==> src/rtl/mem_refill_arbiter_pkg.sv <==
// -----------------------------------------------------------------------------
// refill_pkg
// Shared types and helpers for the memory refill arbiter.
//   RefillStates : arbiter FSM states
//   RefillSrc    : requester identity (instruction / data cache)
//   block_offset_width() : byte-offset bits inside one refill block
//   word_byte_shift()    : log2 of bytes per memory word
// -----------------------------------------------------------------------------
package refill_pkg;

  typedef enum logic [2:0] {
    IDLE     = 3'd0,
    REFILL_I = 3'd1,
    REFILL_D = 3'd2,
    DONE_I   = 3'd3,
    DONE_D   = 3'd4
  } RefillStates;

  typedef enum logic {
    SRC_I = 1'b0,
    SRC_D = 1'b1
  } RefillSrc;

  function automatic int block_offset_width(input int block_words, input int data_width);
    return $clog2(block_words * data_width / 8);
  endfunction

  function automatic int word_byte_shift(input int data_width);
    return $clog2(data_width / 8);
  endfunction

endpackage

==> src/rtl/mem_refill_arbiter_if.sv <==
// -----------------------------------------------------------------------------
// mem_refill_arbiter_if
// Bundles the cache miss requests, the memory read port, the refill write
// path and the stall outputs of the refill arbiter.
//   slave  modport : the arbiter (takes i* signals, drives o* signals)
//   master modport : the surrounding caches/memory/pipeline
// -----------------------------------------------------------------------------
interface mem_refill_arbiter_if #(
  parameter int ADDR_WIDTH  = 32,
  parameter int DATA_WIDTH  = 32,
  parameter int BLOCK_WORDS = 4
);
  logic                           iIcMissReq;
  logic [ADDR_WIDTH-1:0]          iIcMissAddr;
  logic                           iDcMissReq;
  logic [ADDR_WIDTH-1:0]          iDcMissAddr;
  logic                           oMemReq;
  logic [ADDR_WIDTH-1:0]          oMemAddr;
  logic                           iMemAck;
  logic [DATA_WIDTH-1:0]          iMemRdata;
  logic [DATA_WIDTH-1:0]          oRefillData;
  logic [$clog2(BLOCK_WORDS)-1:0] oRefillWordIdx;
  logic                           oIcRefillWe;
  logic                           oDcRefillWe;
  logic                           oIcRefillDone;
  logic                           oDcRefillDone;
  logic                           oStallF;
  logic                           oStallPipe;

  modport slave (
    input  iIcMissReq, iIcMissAddr, iDcMissReq, iDcMissAddr, iMemAck, iMemRdata,
    output oMemReq, oMemAddr, oRefillData, oRefillWordIdx,
           oIcRefillWe, oDcRefillWe, oIcRefillDone, oDcRefillDone, oStallF, oStallPipe
  );

  modport master (
    output iIcMissReq, iIcMissAddr, iDcMissReq, iDcMissAddr, iMemAck, iMemRdata,
    input  oMemReq, oMemAddr, oRefillData, oRefillWordIdx,
           oIcRefillWe, oDcRefillWe, oIcRefillDone, oDcRefillDone, oStallF, oStallPipe
  );
endinterface

==> src/rtl/mem_refill_arbiter_beat_counter.sv <==
// -----------------------------------------------------------------------------
// refill_beat_counter
// Latches the block-aligned base of the granted miss, counts beats and forms
// the word address of the current beat.
//   iClk, iRst   : clock, synchronous active-high reset
//   i_load       : capture i_miss_addr as the new block, restart at beat 0
//   i_miss_addr  : byte address of the granted miss
//   i_beat_ack   : current beat accepted by memory, advance
//   o_addr       : base + beat * bytes-per-word
//   o_beat       : beat index within the block
//   o_last       : current beat is the final one of the block
// -----------------------------------------------------------------------------
module refill_beat_counter
  import refill_pkg::*;
#(
  parameter int ADDR_WIDTH  = 32,
  parameter int DATA_WIDTH  = 32,
  parameter int BLOCK_WORDS = 4
) (
  input  logic                           iClk,
  input  logic                           iRst,
  input  logic                           i_load,
  input  logic [ADDR_WIDTH-1:0]          i_miss_addr,
  input  logic                           i_beat_ack,
  output logic [ADDR_WIDTH-1:0]          o_addr,
  output logic [$clog2(BLOCK_WORDS)-1:0] o_beat,
  output logic                           o_last
);
  localparam int IDX_W = $clog2(BLOCK_WORDS);
  localparam int OFF_W = block_offset_width(BLOCK_WORDS, DATA_WIDTH);
  localparam int SHIFT = word_byte_shift(DATA_WIDTH);
  localparam logic [ADDR_WIDTH-1:0] BASE_MASK =
    ~((ADDR_WIDTH'(1) << OFF_W) - ADDR_WIDTH'(1));

  logic [ADDR_WIDTH-1:0] r_base;
  logic [IDX_W-1:0]      r_beat;
  logic [ADDR_WIDTH-1:0] w_offset;

  always_ff @(posedge iClk) begin
    if (iRst) begin
      r_base <= '0;
      r_beat <= '0;
    end else if (i_load) begin
      r_base <= i_miss_addr & BASE_MASK;
      r_beat <= '0;
    end else if (i_beat_ack) begin
      // wraps to 0 after the last beat; the FSM leaves REFILL at that point
      r_beat <= r_beat + 1'b1;
    end
  end

  // offset only occupies the cleared low bits, so OR never carries out of the block
  assign w_offset = ADDR_WIDTH'(r_beat) << SHIFT;
  assign o_addr   = r_base | w_offset;
  assign o_beat   = r_beat;
  assign o_last   = (r_beat == IDX_W'(BLOCK_WORDS - 1));

endmodule

==> src/rtl/mem_refill_arbiter.sv <==
// -----------------------------------------------------------------------------
// mem_refill_arbiter
// Shares one memory read port between I-cache and D-cache block refills and
// raises the fetch / whole-pipeline stall requests while refills are pending.
//   iClk, iRst : clock, synchronous active-high reset
//   bus        : mem_refill_arbiter_if.slave (miss requests, memory port,
//                refill write path, done pulses, stalls)
// Build option: ARB_ROUND_ROBIN_EN -- simultaneous I/D requests alternate
// grants instead of always favouring D.
//
// state    | meaning
// ---------+---------------------------------------------------------
// IDLE     | no refill; arbitrate pending misses
// REFILL_I | streaming I-cache block, one beat per memory ack
// REFILL_D | streaming D-cache block, one beat per memory ack
// DONE_I   | I block complete, pulse oIcRefillDone
// DONE_D   | D block complete, pulse oDcRefillDone
// -----------------------------------------------------------------------------
module mem_refill_arbiter
  import refill_pkg::*;
#(
  parameter int ADDR_WIDTH  = 32,
  parameter int DATA_WIDTH  = 32,
  parameter int BLOCK_WORDS = 4
) (
  input logic                 iClk,
  input logic                 iRst,
  mem_refill_arbiter_if.slave bus
);
  RefillStates           r_state, w_next;
  RefillSrc              w_grant_src;
  logic                  w_grant_valid;
  logic                  w_both_req;
  logic                  w_refill_active;
  logic                  w_beat_ack;
  logic                  w_load;
  logic                  w_last;
  logic [ADDR_WIDTH-1:0] w_load_addr;

`ifdef ARB_ROUND_ROBIN_EN
  RefillSrc r_last_grant;
`endif

  assign w_both_req = bus.iIcMissReq & bus.iDcMissReq;

  always_comb begin
    w_grant_valid = bus.iIcMissReq | bus.iDcMissReq;
    w_grant_src   = bus.iDcMissReq ? SRC_D : SRC_I;
`ifdef ARB_ROUND_ROBIN_EN
    if (w_both_req && (r_last_grant == SRC_D)) w_grant_src = SRC_I;
`endif
  end

  always_ff @(posedge iClk) begin
    if (iRst) r_state <= IDLE;
    else      r_state <= w_next;
  end

`ifdef ARB_ROUND_ROBIN_EN
  // only contended grants update the history; a lone request is not a "turn"
  always_ff @(posedge iClk) begin
    if (iRst)                              r_last_grant <= SRC_I;
    else if ((r_state == IDLE) && w_both_req) r_last_grant <= w_grant_src;
  end
`endif

  always_comb begin
    w_next          = r_state;
    w_refill_active = 1'b0;
    w_load          = 1'b0;
    unique case (r_state)
      IDLE: begin
        if (w_grant_valid) begin
          w_load = 1'b1;
          w_next = (w_grant_src == SRC_D) ? REFILL_D : REFILL_I;
        end
      end
      REFILL_I: begin
        w_refill_active = 1'b1;
        if (bus.iMemAck && w_last) w_next = DONE_I;
      end
      REFILL_D: begin
        w_refill_active = 1'b1;
        if (bus.iMemAck && w_last) w_next = DONE_D;
      end
      DONE_I, DONE_D: w_next = IDLE;
      default:        w_next = IDLE;
    endcase
  end

  // acks outside a refill are dropped here, so a stray ack never writes a line
  assign w_beat_ack  = w_refill_active & bus.iMemAck;
  assign w_load_addr = (w_grant_src == SRC_D) ? bus.iDcMissAddr : bus.iIcMissAddr;

  refill_beat_counter #(
    .ADDR_WIDTH (ADDR_WIDTH),
    .DATA_WIDTH (DATA_WIDTH),
    .BLOCK_WORDS(BLOCK_WORDS)
  ) u_beat_counter (
    .iClk       (iClk),
    .iRst       (iRst),
    .i_load     (w_load),
    .i_miss_addr(w_load_addr),
    .i_beat_ack (w_beat_ack),
    .o_addr     (bus.oMemAddr),
    .o_beat     (bus.oRefillWordIdx),
    .o_last     (w_last)
  );

  assign bus.oMemReq       = w_refill_active;
  assign bus.oRefillData   = bus.iMemRdata;
  assign bus.oIcRefillWe   = w_beat_ack & (r_state == REFILL_I);
  assign bus.oDcRefillWe   = w_beat_ack & (r_state == REFILL_D);
  assign bus.oIcRefillDone = (r_state == DONE_I);
  assign bus.oDcRefillDone = (r_state == DONE_D);
  assign bus.oStallF       = bus.iIcMissReq | (r_state == REFILL_I) | (r_state == DONE_I);
  assign bus.oStallPipe    = bus.iDcMissReq | (r_state == REFILL_D) | (r_state == DONE_D);

endmodule

==> src/flat_wrapper.sv <==
// flat-port wrapper written by rule: the top's interface ports become plain ports
module mem_refill_arbiter_flat import refill_pkg::*;
#(
  parameter int ADDR_WIDTH  = 32,
  parameter int DATA_WIDTH  = 32,
  parameter int BLOCK_WORDS = 4
)
  (iClk, iRst, bus_iIcMissReq, bus_iIcMissAddr, bus_iDcMissReq, bus_iDcMissAddr, bus_iMemAck, bus_iMemRdata, bus_oMemReq, bus_oMemAddr, bus_oRefillData, bus_oRefillWordIdx, bus_oIcRefillWe, bus_oDcRefillWe, bus_oIcRefillDone, bus_oDcRefillDone, bus_oStallF, bus_oStallPipe);
  mem_refill_arbiter_if #(.ADDR_WIDTH(ADDR_WIDTH), .DATA_WIDTH(DATA_WIDTH), .BLOCK_WORDS(BLOCK_WORDS)) bus_i ();
  input logic iClk;
  input logic iRst;
  input wire logic [$bits(bus_i.iIcMissReq)-1:0] bus_iIcMissReq;
  input wire logic [$bits(bus_i.iIcMissAddr)-1:0] bus_iIcMissAddr;
  input wire logic [$bits(bus_i.iDcMissReq)-1:0] bus_iDcMissReq;
  input wire logic [$bits(bus_i.iDcMissAddr)-1:0] bus_iDcMissAddr;
  input wire logic [$bits(bus_i.iMemAck)-1:0] bus_iMemAck;
  input wire logic [$bits(bus_i.iMemRdata)-1:0] bus_iMemRdata;
  output wire logic [$bits(bus_i.oMemReq)-1:0] bus_oMemReq;
  output wire logic [$bits(bus_i.oMemAddr)-1:0] bus_oMemAddr;
  output wire logic [$bits(bus_i.oRefillData)-1:0] bus_oRefillData;
  output wire logic [$bits(bus_i.oRefillWordIdx)-1:0] bus_oRefillWordIdx;
  output wire logic [$bits(bus_i.oIcRefillWe)-1:0] bus_oIcRefillWe;
  output wire logic [$bits(bus_i.oDcRefillWe)-1:0] bus_oDcRefillWe;
  output wire logic [$bits(bus_i.oIcRefillDone)-1:0] bus_oIcRefillDone;
  output wire logic [$bits(bus_i.oDcRefillDone)-1:0] bus_oDcRefillDone;
  output wire logic [$bits(bus_i.oStallF)-1:0] bus_oStallF;
  output wire logic [$bits(bus_i.oStallPipe)-1:0] bus_oStallPipe;
  assign bus_i.iIcMissReq = bus_iIcMissReq;
  assign bus_i.iIcMissAddr = bus_iIcMissAddr;
  assign bus_i.iDcMissReq = bus_iDcMissReq;
  assign bus_i.iDcMissAddr = bus_iDcMissAddr;
  assign bus_i.iMemAck = bus_iMemAck;
  assign bus_i.iMemRdata = bus_iMemRdata;
  assign bus_oMemReq = bus_i.oMemReq;
  assign bus_oMemAddr = bus_i.oMemAddr;
  assign bus_oRefillData = bus_i.oRefillData;
  assign bus_oRefillWordIdx = bus_i.oRefillWordIdx;
  assign bus_oIcRefillWe = bus_i.oIcRefillWe;
  assign bus_oDcRefillWe = bus_i.oDcRefillWe;
  assign bus_oIcRefillDone = bus_i.oIcRefillDone;
  assign bus_oDcRefillDone = bus_i.oDcRefillDone;
  assign bus_oStallF = bus_i.oStallF;
  assign bus_oStallPipe = bus_i.oStallPipe;
  mem_refill_arbiter #(.ADDR_WIDTH(ADDR_WIDTH), .DATA_WIDTH(DATA_WIDTH), .BLOCK_WORDS(BLOCK_WORDS)) u_core (.iClk(iClk), .iRst(iRst), .bus(bus_i));
endmodule
==> config.mk <==
export PLATFORM = sky130hd
export DESIGN_NAME = mem_refill_arbiter_flat
export DESIGN_NICKNAME = d
export VERILOG_FILES = /design/src/rtl/mem_refill_arbiter_pkg.sv /design/src/rtl/mem_refill_arbiter_if.sv /design/src/rtl/mem_refill_arbiter_beat_counter.sv /design/src/rtl/mem_refill_arbiter.sv /design/src/flat_wrapper.sv
export SDC_FILE = /design/constraint.sdc
export NUM_CORES = 1
export LEC_CHECK = 0
export ABC_AREA = 1
export CAP_MARGIN = 25
export CORE_MARGIN = 1
export CORE_UTILIZATION = 32
export DETAILED_ROUTE_END_ITERATION = 10
export GPL_TIMING_DRIVEN = 0
export HOLD_SLACK_MARGIN = 0.03
export MAX_ROUTING_LAYER = met4
export PLACE_DENSITY = 0.82
export SLEW_MARGIN = 20
export SYNTH_ARGS = -nofsm -noshare
export SYNTH_HDL_FRONTEND = slang
export SYNTH_SLANG_ARGS = --single-unit
==> constraint.sdc <==
create_clock -name iClk -period 1.6 [get_ports iClk]
set_input_delay 0.16 -clock iClk [delete_from_list [all_inputs] [get_ports iClk]]
set_output_delay 0.16 -clock iClk [all_outputs]
set_load 0.1 [all_outputs]
Word-level counts from Yosys, hierarchy flattened
Index checks and enable logic that the tools add are counted.

Add/sub/neg operators: 1. Eq/ne operators: 8. Mux-type cells: 10. Bitwise logic cells: 9. Reductions and logical operators: 5.

Operators with widths (number): $mux W32 (1); $or A32 B4 Y32 (1); $mux W3 (3); $pmux W3 S3 (1); $eq A3 B2 Y1 const B (2); $ne A2 B1 Y1 const B (3); $or A1 B1 Y1 (5); $mux W1 (4); $reduce_or A2 Y1 (2); $and A1 B1 Y1 (3); $eq A3 B1 Y1 const B (1); $eq A3 B3 Y1 const B (1); $logic_not A3 Y1 (1); $reduce_and A3 Y1 (1); $add A2 B1 Y2 const B (1); $eq A2 B2 Y1 const B (1); $mux W2 (1); $logic_and A1 B1 Y1 (1).

Register bits after elaboration: 33. Input port bits: 101. Word-level logic and storage cells: 36.

Logic depth before layout (Yosys ltp)
Gate-level depths: netlist of the first run.

Depth in word-level cells: 5. Mapped depth: 8. Depth with buffers taken out: 7.

Cells and area by module
A second synthesis of the first run with hierarchy kept.

Cells, all modules: 370. Area total of the unflattened synthesis: 2153.3 sq um.

By module, submodules not included: refill_beat_counter (instances 1, cells each 195, area each 1275.0 sq um, seq. area each 600.6 sq um); mem_refill_arbiter (instances 1, cells each 175, area each 878.3 sq um, seq. area each 60.1 sq um).

Least setup slack after synthesis of the first run
No wires, ideal clock.

Path type: register to output. Start: register u_core.r_state[0]. End: output bus_oStallPipe. Data arrival time: 3.364 ns. Slack: -1.924 ns. Stages on the path, launching flop included: 5. Path buffers: 1. Cell sequence: dfxtp_1 buf_2 nor3_1 nor2_1 nand2_1.

Elaborated cells on any way between the ends: 4. Classes of those cells: 2 x eq/ne; 2 x bitwise.

RTL lines: start: declaration (RTL line mem_refill_arbiter.sv:30) `RefillStates r_state, w_next;`; start signal: assignment (RTL line mem_refill_arbiter.sv:56) `else r_state <= w_next;`; $eq A3 B3 Y1; via bus_oDcRefillDone (RTL line flat_wrapper.sv:25) `output wire logic [$bits(bus_i.oDcRefillDone)-1:0] bus_oDcRefillDone;`; $or A1 B1 Y1 (RTL line mem_refill_arbiter.sv:117) `assign bus.oStallPipe = bus.iDcMissReq | (r_state == REFILL_D) | (r_state == DONE_D);`; end: declaration (RTL line flat_wrapper.sv:27) `output wire logic [$bits(bus_i.oStallPipe)-1:0] bus_oStallPipe;`.

The timed path passes the listed nets, and every way through them passes these cells.

Worst setup path after layout of the first run
Start: input bus_iMemRdata[2]. End: output bus_oRefillData[2].

RTL lines: start: declaration (RTL line flat_wrapper.sv:17) `input wire logic [$bits(bus_i.iMemRdata)-1:0] bus_iMemRdata;`; end: declaration (RTL line flat_wrapper.sv:20) `output wire logic [$bits(bus_i.oRefillData)-1:0] bus_oRefillData;`.

No word-level cell between the ends.

==> results_dict.tcl, run 1 <==
set metrics [dict create \
    status "finished clean" \
    timing.critical_path.buf_inv 2 \
    syn_area_mm2 0.00197 \
    hold_ws_ps 459 \
    drv_cap 0 \
    slew_violations 0 \
    path_cells "buf_4 > clkdlybuf4s50_1" \
    worst-r2r-cell-count 7 \
    die_h_um 80.4 \
    crit_fanout 1 \
    leakagePower_nw 1.58 \
    root_buffer "clkbuf_8" \
    hp-class "register to register" \
    irDropWorstVdd_uv 1270 \
    via_per_inst 4.56 \
    hold_end "u_core.u_beat_counter.r_base[26]" \
    vias 2371 \
    drt-total-wl_um 6050 \
    grt_pass1_vias 2174 \
    critPathSlowestCell "clkdlybuf4s50_1" \
    die_area_mm2 0.00646 \
    dpl_worst_slack_ps -1110 \
    cp_data_required_time_ps 1440 \
    ys_ff_latch 33 \
    die_x_um 80.4 \
    overflow 0 \
    synth.top_cell.area_share 0.336 \
    final_cell_area_mm2 0.00356 \
    io_pins 174 \
    drive_gt1_frac 0.252 \
    relSlewSlack 0.347 \
    antenna_found_initial 0 \
    clk_pin_slew_ps 70 \
    timing.rr.end "u_core.u_beat_counter.r_base[24]" \
    place_area_mm2 0.00341 \
    worstSetupEndpointType "output port" \
    hold_start "u_core.u_beat_counter.r_base[26]" \
    synth_cell_types 20 \
    worstSetupPathType "primary input to output port" \
    cts_hold_buf 0 \
    final_nets 546 \
    fin_crit_ps 1530 \
    drc 0 \
    finalHoldViolCount 0 \
    cp_slowest_stage_delay_ps 1130 \
    synthCells 305 \
    grt.met3_usage 0.0648 \
    core-area_mm2 0.00592 \
    floorplan.initialDensity 0.332 \
    drtIter0Drc 55 \
    clk_path_buf_depth 2 \
    crit_arrival_ps 1370 \
    hold_depth 2 \
    area_delta_synth_final_pct 81.2 \
    io_buffers 131 \
    dr.pass1.iters 4 \
    post-cts-setup-buffers 0 \
    layout_worst_path_cycle_share 0.956 \
    max_freq_mhz 654 \
    fin_tns_setup_ps 0 \
    synth.largest_area_cell "dfxtp_1" \
    yosys-top-cells-area "dfxtp_1 34%, nand2_1 24%, buf_4 15%, nand3_1 8.1%, a21oi_1 7.9%" \
    grt_first_pass_wirelength_um 9520 \
    h-tree-depth 2 \
    clkSinkCount 33 \
    crit_family "buffers and inverters" \
    yosysSeqAreaShare 0.336 \
    setup_ws_ps 70.3 \
    worstMarginPinSlew_ps 976 \
    regToRegStartpoint "u_core.r_state[0]" \
    cts_tree "built" \
    setup_viol 0 \
    insertion_delay_ps 280 \
    routedWlPerCell_um 11.6 \
    powerDensity_mw_per_mm2 1610 \
    fin_skew_ps 6.41 \
    postSynthAreaPerCell_um2 6.44 \
    grt_use_total 0.198 \
    ant_nets 0 \
    antenna_cells 0 \
    grt_use_met2 0.338 \
    num_rows 28 \
    grt_most_used_layer "met2" \
    cts_made_buffers 5 \
    met1_usage 0.214 \
    grt_max_degree 12 \
    gp_congestion 0.760 \
    rsz0062_at_grt "false" \
    start_kind "primary input" \
    yosys_warnings 0 \
    reg2reg_slack_ps 180 \
    post-dp-hpwl_um 4640 \
]
[how the worst max path moves through the flow]
stage	start	endpoint	slack (ps)	depth (start not counted)
after detailed placement	bus_iDcMissReq	bus_oStallPipe	-1110	5
after global routing	u_core.r_state[0]	bus_oIcRefillWe	10	4
final	bus_iMemRdata[2]	bus_oRefillData[2]	70	2
after global placement	bus_iDcMissReq	bus_oStallPipe	-1070	5
after CTS	u_core.r_state[2]	bus_oIcRefillWe	2	4
after floorplan	u_core.r_state[2]	bus_oStallPipe	-410	4
[cell usage after synthesis]
library cell,n
ha_1,1
nand4_1,1
nand2_1,128
nor3_1,2
clkbuf_1,6
nor2_1,7
inv_2,1
nand3_1,32
buf_4,40
inv_1,8
dfxtp_1,33
o211ai_1,1
nand2_2,1
nor3_4,1
buf_6,1
a21oi_1,31
buf_2,8
nand3b_1,1
conb_1,1
o21ai_0,1
[through the flow]
stage | power (mW) | instances | utilization
after global routing | 6.06 | 520 | 0.601
final | 5.74 | 520 | 0.601
after CTS | 5.74 | 520 | 0.598
after global placement | 5.08 | 512 | 0.576
after floorplan | 4.20 | 306 | -
after detailed placement | 5.13 | 512 | 0.576
[layout by cell type (no fill, tap or decap)]
cell and count:
nand2_1 126, clkdlybuf4s50_1 92, buf_4 42, clkdlybuf4s15_2 32, a21oi_1 31, nand3_1 30, dfxtp_1 30, buf_2 8
inv_1 7, clkbuf_1 5, clkbuf_8 5, nor2_1 4, buf_6 4, dfxtp_2 3, inv_2 2, nor2_2 2
nor3_4 2, clkbuf_4 2, nand2_2 2, conb_1 2, clkinv_2 2, nand3_2 1, nand3_4 1, nand2_4 1
nor2_4 1, nand3b_1 1, nor3_1 1, nand4_1 1, o21ai_0 1, o211ai_1 1, ha_1 1, clkinvlp_4 1
buf_8 1
[report_power, final]
group	internal (mW)	switching [mW]	total (mW)
combinational	1.04	2.94	3.98
sequential	1.02	0.123	1.15
clock	0.300	0.318	0.618
[what timing repair did]
action	4_1_cts	5_1_grt
pin swaps	0	0
endpoints found under the hold margin	0	0
gates resized for setup	144	6
gates cloned	0	0
endpoints found under the setup margin	39	5
[cell type report]
class                   instances  area, um2
plain buffers                  55        378
well taps                      75       93.8
multi-input cells             209        952
inverters                       9       33.8
flip-flops and latches         33        664
fillers                       572       2360
clock inverters                 3       17.5
clock buffers                   5       68.8
repair buffers                131       1350
[metal layers]
metal  vias up  wire, um
met2       108      3050
met3         6       499
met5         -         0
li1       1203         -
met1      1054      2450
met4         0        52
[registers in the layout, indices dropped and copies added, names as in the netlist]
register                      count
u_core.r_state                    3
u_core.u_beat_counter.o_beat      2
u_core.u_beat_counter.r_base     28
[cell families after synthesis]
| logic type | synth area share |
|---|---|
| flops | 0.336 |
| buf+inv | 0.208 |
| compound gates | 0.0853 |
| other cells | 0.00191 |
| fa+ha+maj | 0.00636 |
| simple gates | 0.363 |
(Power assumes the default switching activity.)
==> inputs of run 2 (changes only) <==
--- a/config.mk
+++ b/config.mk
@@ -8,12 +8,13 @@
 export ABC_AREA = 1
 export CAP_MARGIN = 25
 export CORE_MARGIN = 1
-export CORE_UTILIZATION = 32
+export CORE_UTILIZATION = 34
 export DETAILED_ROUTE_END_ITERATION = 10
 export GPL_TIMING_DRIVEN = 0
 export HOLD_SLACK_MARGIN = 0.03
 export MAX_ROUTING_LAYER = met4
-export PLACE_DENSITY = 0.82
+export PLACE_DENSITY = 0.87
+export SKIP_CTS_REPAIR_TIMING = 1
 export SLEW_MARGIN = 20
 export SYNTH_ARGS = -nofsm -noshare
 export SYNTH_HDL_FRONTEND = slang
==> constraint.sdc (replaced) <==
create_clock -name iClk -period 1.85 [get_ports iClk]
set_input_delay 0.185 -clock iClk [delete_from_list [all_inputs] [get_ports iClk]]
set_output_delay 0.185 -clock iClk [all_outputs]
set_load 0.1 [all_outputs]
==> results_dict.tcl, run 2 (synthesis results as in run 1) <==
set metrics [dict create \
    critPathSlowestCell "clkdlybuf4s50_1" \
    regMostFlops "u_core.u_beat_counter.r_base" \
    routedWlPerCell_um 11.6 \
    num_rows 27 \
    die_h_um 78.0 \
    crit_arrival_ps 1570 \
    die_x_um 78.0 \
    root_buffer "clkbuf_8" \
    seq_area_um2 661 \
    timing.rr.end "u_core.r_state[1]" \
    grt_use_total 0.198 \
    wl_met3_um 500 \
    status "finished clean" \
    grt_first_pass_wirelength_um 9380 \
    layout_worst_path_cycle_share 0.947 \
    fillers 515 \
    finalHoldViolCount 0 \
    core-area_mm2 0.00554 \
    cp_slowest_stage_delay_ps 600 \
    clkSinkCount 33 \
    max_freq_mhz 571 \
    highest_layer "met4" \
    worst-r2r-cell-count 8 \
    floorplan.initialDensity 0.355 \
    cts_made_buffers 5 \
    powerDensity_mw_per_mm2 1390 \
    io_pins 174 \
    multiInputGateArea_um2 925 \
    fin_tns_setup_ps 0 \
    io_buffers 131 \
    regToRegStartpoint "u_core.r_state[0]" \
    via_per_inst 4.54 \
    layout_commonest_cell "nand2_1" \
    leakagePower_nw 2.09 \
    drc 0 \
    clk_pin_slew_ps 60 \
    final_nets 546 \
    drtIter0Drc 89 \
    hp-class "register to register" \
    antenna_cells 0 \
    fin_skew_ps 3.74 \
    dr.pass1.iters 4 \
    worstSetupPathType "primary input to output port" \
    overflow 0 \
    total_power_mw 4.94 \
    hold_depth 2 \
    setup_viol 0 \
    cp_data_required_time_ps 1660 \
    grt_max_degree 11 \
    mostFrequentLayoutCells "126 x nand2_1, 92 x clkdlybuf4s50_1, 40 x buf_4" \
    fin_crit_ps 1750 \
    cts_tree "built" \
    worstSetupEndpointType "output port" \
    area_delta_synth_final_pct 80.6 \
    h-tree-depth 2 \
    drt-total-wl_um 6000 \
    path_cells "clkdlybuf4s50_1 > clkbuf_2 > nor2_1 > nand2_2 > clkbuf_4" \
    largest_reg_flops 28 \
    hold_start "u_core.u_beat_counter.r_base[23]" \
    clk_path_buf_depth 2 \
    antenna_found_initial 0 \
    crit_fanout 10 \
    insertion_delay_ps 280 \
    gp_congestion 0.771 \
    ant_nets 0 \
    drive_gt1_frac 0.166 \
    hold_end "u_core.u_beat_counter.r_base[23]" \
    reg2reg_slack_ps 430 \
    die_area_mm2 0.00609 \
    relSlewSlack 0.339 \
    vias 2349 \
    grt_pass1_vias 2164 \
    post-dp-hpwl_um 4630 \
    drv_cap 0 \
    rsz0062_at_grt "false" \
    m1WireLength_um 2430 \
    worstMarginPinSlew_ps 990 \
    start_kind "primary input" \
    irDropWorstVdd_uv 974 \
    slew_violations 0 \
    dr_wl_met2_um 3020 \
]
[run 2: worst max path at each step]
stage	from	to	slack, ps
after floorplan	u_core.r_state[2]	bus_oStallPipe	-180
after global placement	bus_iDcMissReq	bus_oStallPipe	-890
after detailed placement	bus_iDcMissReq	bus_oStallPipe	-900
after CTS	bus_iDcMissReq	bus_oStallPipe	-900
after global routing	u_core.r_state[0]	bus_oIcRefillWe	30
final	bus_iDcMissReq	bus_oStallPipe	100
[run 2: metal layers]
| layer | up-vias | track usage |
|---|---|---|
| met2 | 112 | 0.364 |
| li1 | 1205 | - |
| met5 | - | - |
| met4 | 0 | 0.0556 |
| met3 | 7 | 0.0465 |
| met1 | 1025 | 0.212 |
[run 2: critical path: cells and delay by family]
family | cells | cell delay, ps
buffers and inverters | 3 | 1230
AND/OR/NAND/NOR | 2 | 150
[run 2: final cells by class]
cell class	count	area share
inverter	9	0.00952
sequential	33	0.186
tap	72	0.0254
multi-input combinational	209	0.260
buffer	55	0.106
timing repair buffer	131	0.384
clock inverter	1	0.00141
clock buffer	7	0.0271
[run 2: power breakdown]
part           internal (mW)  switching [mW]
combinational          0.856            2.52
sequential             0.881          0.0965
clock                  0.336           0.249
total                   2.07            2.86
[run 2: through the flow]
step	util	hold WS, ps	setup slack, ps	cell area (um2)	std cells
6_report	0.641	457	97.8	3550	517
5_1_grt	0.641	478	27.3	3550	517
4_1_cts	0.631	461	-899	3500	517
3_5_place_dp	0.613	450	-897	3390	509
3_3_place_gp	0.613	446	-887	3390	509
2_1_floorplan	-	341	-182	1990	306
==> inputs of run 3 (changes only) <==
--- a/config.mk
+++ b/config.mk
@@ -9,6 +9,7 @@
 export CAP_MARGIN = 25
 export CORE_MARGIN = 1
 export CORE_UTILIZATION = 34
+export CTS_CLUSTER_SIZE = 14
 export DETAILED_ROUTE_END_ITERATION = 10
 export GPL_TIMING_DRIVEN = 0
 export HOLD_SLACK_MARGIN = 0.03
==> results of run 3 <==
The final DEF is identical to that of run 2; final timing and power are the same.
